===== src/rtl/rr_packet_arbiter.sv =====
// Round-robin, packet-locking arbiter: rotating-priority grant that stays with the
// winner until its last beat, feeding a single registered output stage.
module rr_packet_arbiter #(
  parameter  int NUM_REQ    = 8,
  parameter  int DATA_WIDTH = 64,
  localparam int IDX_W      = $clog2(NUM_REQ)
) (
  input  logic                                clk_i,
  input  logic                                arst_i,
  input  logic [NUM_REQ-1:0]                  req_valid_i,
  input  logic [NUM_REQ-1:0][DATA_WIDTH-1:0]  req_data_i,
  input  logic [NUM_REQ-1:0]                  req_last_i,
  output logic [NUM_REQ-1:0]                  req_ready_o,
  output logic                                out_valid_o,
  output logic [DATA_WIDTH-1:0]               out_data_o,
  output logic [IDX_W-1:0]                    out_index_o,
  output logic                                out_last_o,
  input  logic                                out_ready_i
);

  typedef enum logic {
    IDLE   = 1'b0,
    LOCKED = 1'b1
  } state_t;

  state_t           state_q, state_d;
  logic [IDX_W-1:0] ptr_q, ptr_d;
  logic [IDX_W-1:0] owner_q, owner_d;
  logic [IDX_W-1:0] cand;
  logic [IDX_W-1:0] scan_idx;
  logic             cand_vld;
  logic             slot_free;
  logic             xfer;
  int               scan;

  assign slot_free = !out_valid_o || out_ready_i;

  // Candidate selection: the owner while locked, else the first valid requester
  // found scanning upward from ptr with wrap at NUM_REQ.
  always_comb begin
    cand_vld = 1'b0;
    cand     = '0;
    scan     = 0;
    scan_idx = '0;
    if (state_q == LOCKED) begin
      cand_vld = 1'b1;
      cand     = owner_q;
    end else begin
      for (int off = 0; off < NUM_REQ; off++) begin
        scan = int'(ptr_q) + off;
        if (scan >= NUM_REQ) scan = scan - NUM_REQ;
        scan_idx = IDX_W'(scan);
        if (!cand_vld && req_valid_i[scan_idx]) begin
          cand_vld = 1'b1;
          cand     = scan_idx;
        end
      end
    end
  end

  always_comb begin
    req_ready_o = '0;
    // NOTE: ready is combinational, so it must be masked by reset explicitly;
    // the output register alone would otherwise report a free slot during reset.
    if (cand_vld && slot_free && !arst_i) req_ready_o[cand] = 1'b1;
  end

  assign xfer = |(req_ready_o & req_valid_i);

  always_comb begin
    state_d = state_q;
    ptr_d   = ptr_q;
    owner_d = owner_q;
    if (xfer) begin
      if (req_last_i[cand]) begin
        state_d = IDLE;
        // Explicit wrap keeps ptr inside 0..NUM_REQ-1 for non-power-of-two counts.
        ptr_d   = (cand == IDX_W'(NUM_REQ - 1)) ? '0 : cand + 1'b1;
      end else begin
        state_d = LOCKED;
        owner_d = cand;
      end
    end
  end

  // NOTE: all sequential state uses non-blocking assignments so every register
  // samples the pre-edge values computed by the combinational blocks above.
  always_ff @(posedge clk_i or posedge arst_i) begin
    if (arst_i) begin
      state_q <= IDLE;
      ptr_q   <= '0;
      owner_q <= '0;
    end else begin
      state_q <= state_d;
      ptr_q   <= ptr_d;
      owner_q <= owner_d;
    end
  end

  // A load wins over a drain, so back-to-back beats keep out_valid_o high.
  always_ff @(posedge clk_i or posedge arst_i) begin
    if (arst_i) begin
      out_valid_o <= 1'b0;
      out_data_o  <= '0;
      out_index_o <= '0;
      out_last_o  <= 1'b0;
    end else if (xfer) begin
      out_valid_o <= 1'b1;
      out_data_o  <= req_data_i[cand];
      out_index_o <= cand;
      out_last_o  <= req_last_i[cand];
    end else if (out_ready_i) begin
      out_valid_o <= 1'b0;
    end
  end

endmodule


===== config.mk =====
export PLATFORM = sky130hd
export DESIGN_NAME = rr_packet_arbiter
export DESIGN_NICKNAME = d
export VERILOG_FILES = /design/src/rtl/rr_packet_arbiter.sv
export SDC_FILE = /design/constraint.sdc
export NUM_CORES = 1
export LEC_CHECK = 0
export BUFFER_PORTS_ARGS = -buffer_cell sky130_fd_sc_hd__buf_2
export CORE_AREA = 2 2 237 239
export DETAILED_ROUTE_END_ITERATION = 16
export DIE_AREA = 0 0 239 241
export PLACE_DENSITY = 0.35
export SLEW_MARGIN = 20
export SYNTH_ARGS = -nofsm -noshare
export SYNTH_HDL_FRONTEND = slang
export SYNTH_SLANG_ARGS = --single-unit

===== constraint.sdc =====
create_clock -name clk_i -period 5.56 [get_ports clk_i]
set_clock_uncertainty 0.15 [all_clocks]
set_input_delay 0.834 -clock clk_i [delete_from_list [all_inputs] [get_ports clk_i]]
set_output_delay 0.834 -clock clk_i [all_outputs]
set_load 0.03 [all_outputs]

==> metrics.cfg <==
[detailed_routing]
viasPerCell=4.62
finalWirelength_um=52500
wl_per_cell_um=20.2
drtAntennaViolNets=0
drt_first_pass_iters=5
vias=12000
drt-initial-drc-count=687
drc_errors=0

[grt]
grt_pass1_wl_um=75200
grt_pass1_vias=12000
grt_max_degree=102
grt-ovfl-total=0
gr-usage-all-layers_pct=17.3
antenna_found_initial=9

[logic_synthesis]
async_reset_ff_share_pct=100
syn_nets=1899
synth_flop_cell=dfrtp_1
synth_fa_ha_area_share_pct=0.292
synthXorXnorAreaFrac_pct=0.511
synth_area_per_cell_um2=6.27
synth_cells=1366
synth_warnings=0
synth_compound_area_share_pct=20.0
synth_area_mm2=0.00857
muxShareOfSynthArea_pct=8.75
synth-seq-cells=76
yosys.area_share.simple_pct=41.2
synth_edf_count=0
synth-seq-area-share_pct=22.2
synth_top_family_by_area=simple AND/OR/NAND/NOR gates
synth_cell_types=59

[die]
core_region_area_mm2=0.0549
die_h_um=241
initial_core_util_pct=15.6
io_pins=608
die_x_um=239
std_cell_rows=86
die_area_mm2=0.0576

[clocking]
cts_made_buffers=9
clockRootBuffer=clkbuf_16
post_cts_buffers=0
cts_sinks=76
clk_latency_ns=0.37
cts_buffer_depth=2
cts_tree=yes
htree_num_levels=3
path_clk_slew_ns=0.07

[critical_path]
start_kind=flop
endpoint_kind=output pin
crit_arrival_ns=4.27
critPathMaxFanout=22
crit_family=simple AND/OR/NAND/NOR gates
path_cells=inv_1 > ha_1 > buf_4 > mux2_2 > a222oi_1 > a32o_1 > nand4_1 > nor3_1 > and3_1 > nor3_2 > nand2b_1 > buf_4 > nor2_1 > buf_2
path_class=flop to output pin
critPathMaxStageDelay_ns=0.44
crit_slowest_cell=dfrtp_2
crit_required_ns=4.58
cp_num_buf_inv=4
cpMostUsedCell=buf_4

[power_and_ir_drop]
finalPower_mw=11.8
max-vdd-ir-drop_v=0.000614
power-per-cell-area_mw_per_mm2=933
p_leak_nw=6.29

[sta]
holdWs_ns=0.357
timing.fmax_mhz=190
period_share_pct=94.5
relSlewSlack_pct=47.0
finalSetupTns_ns=0
drv_slew=0
setup_viol=0
rsz0062_at_grt=no
tightest_slew_ns=0.794
hold_viol_final=0
layout_min_cycle_time_ns=5.25

[min_path]
hold_class=flop to flop

[final_layout]
layoutNonFillerInstCount=2600
drive_gt1_share_pct=37.1
final_nets=2420
final_util_pct=23.1
area_growth_pct=48.2
final_cell_mix=buf_2, nand2_1, nand3_1
final_common_cell=buf_2

[flow_run]
max-cap-violations=0

[place]
dp_cells=2580
io_buffers=607
place.gp.congestion=0.929
hpwl_um=41500

[outcome]
status=finished, final reports clean

[Yosys cell counts (2+ instances only)]
master     instances  area [µm²]
mux4_2            13         293
buf_4              2        15.0
a21oi_1           77         385
mux2_2            18         203
mux2_1             3        33.8
mux2i_1           22         220
a311oi_1          65         569
nor2b_1            4        25.0
nor4_1             2        12.5
o21ai_0            4        20.0
nand2_1          529        1990
clkbuf_1          83         312
nand4_1            3        18.8
a31oi_1           68         425
xnor2_1            2        17.5
o22a_1             2        17.5
ha_1               2        25.0
o2111ai_1          2        17.5
a211o_1            3        26.3
a221o_1            2        20.0
nor3_1             4        20.0
nor2_1            85         319
dfrtp_1           76        1900
a211oi_1           4        30.0
buf_1             11        41.3
nand2b_1           3        18.8
buf_2             38         190
inv_1              8        30.0
nand3_1          131         656
xor2_1             3        26.3
and3_1            68         425
o21a_1             2        15.0
[final cells by class]
type                       count  area (µm²)
fill                        6352       42200
multi-input combinational   1146        6110
timing repair buffer         645        3450
sequential                    76        1900
tap                          704         881
clock buffer                   9         225
clock inverter                 5        78.8
inverter                       9        36.3
antenna                        6        15.0
[cells by family (layout without fill, tap and decap cells)]
logic type | after synthesis | after routing
AND/OR/NAND/NOR | 835 | 835
multiplexers | 56 | 56
buffers and inverters | 144 | 668
flip-flops | 76 | 76
adder cells (fa/ha/maj) | 2 | 2
other | 0 | 6
XOR/XNOR | 5 | 5
AO/OA/AOI/OAI | 248 | 248
[through the flow]
step                      instance area (µm²)  setup slack, ns
after floorplan                          8570            0.186
after global placement                  12400            0.454
after detailed placement                12400            0.476
after CTS                               12700            0.192
after global routing                    12700           0.0167
final                                   12700            0.306
[flip-flops by register name, summed over array words and instances, names as in the netlist]
signal,flops
state_q,1
out_index_o,3
out_data_o,64
ptr_q,3
out_valid_o,1
out_last_o,1
owner_q,3
[worst register-to-register path, stage by stage, from the launching register on]
cell      delay (ns)
dfrtp_2         0.44
inv_1           0.14
ha_1            0.30
buf_4           0.30
mux2_2          0.40
a222oi_1        0.44
a32o_1          0.28
nand4_1         0.20
o31ai_1         0.43
a31o_4          0.25
buf_12          0.26
nand2_1         0.10
a21oi_1         0.18
a21oi_1         0.12
a31oi_1         0.49
mux2_2          0.39
[per-layer routing]
layer  global-route usage, %  part of all wire, %
met3                    3.77                  5.8
met4                    5.13                  2.3
met2                    31.4                   52
met5                       0                0.067
met1                    20.2                   40
[path summary, 6_finish.rpt]
kind,startpoint,to,slack [ns],cells past startpoint
worst max-delay path,ptr_q[1],req_ready_o[0],0.31,14
worst min-delay path,owner_q[0],owner_q[0],0.36,1
worst max register to register,ptr_q[1],ptr_q[1],0.56,15
worst min register to register,owner_q[0],owner_q[0],0.36,1
max in group asynchronous,arst_i,ptr_q[1],3.78,3
min in group asynchronous,arst_i,out_data_o[46],0.38,2
[timing repair]
action,4_1_cts,5_1_grt
resized for setup,0,1
setup endpoints to repair,0,4
hold buffers,0,0
[power by group]
| group | internal [mW] | switching (mW) | total (mW) |
|---|---|---|---|
| Clock | 0.387 | 0.268 | 0.655 |
| Sequential | 0.878 | 0.184 | 1.06 |
| Combinational | 3.42 | 6.71 | 10.1 |
(Power assumes the default switching activity.)
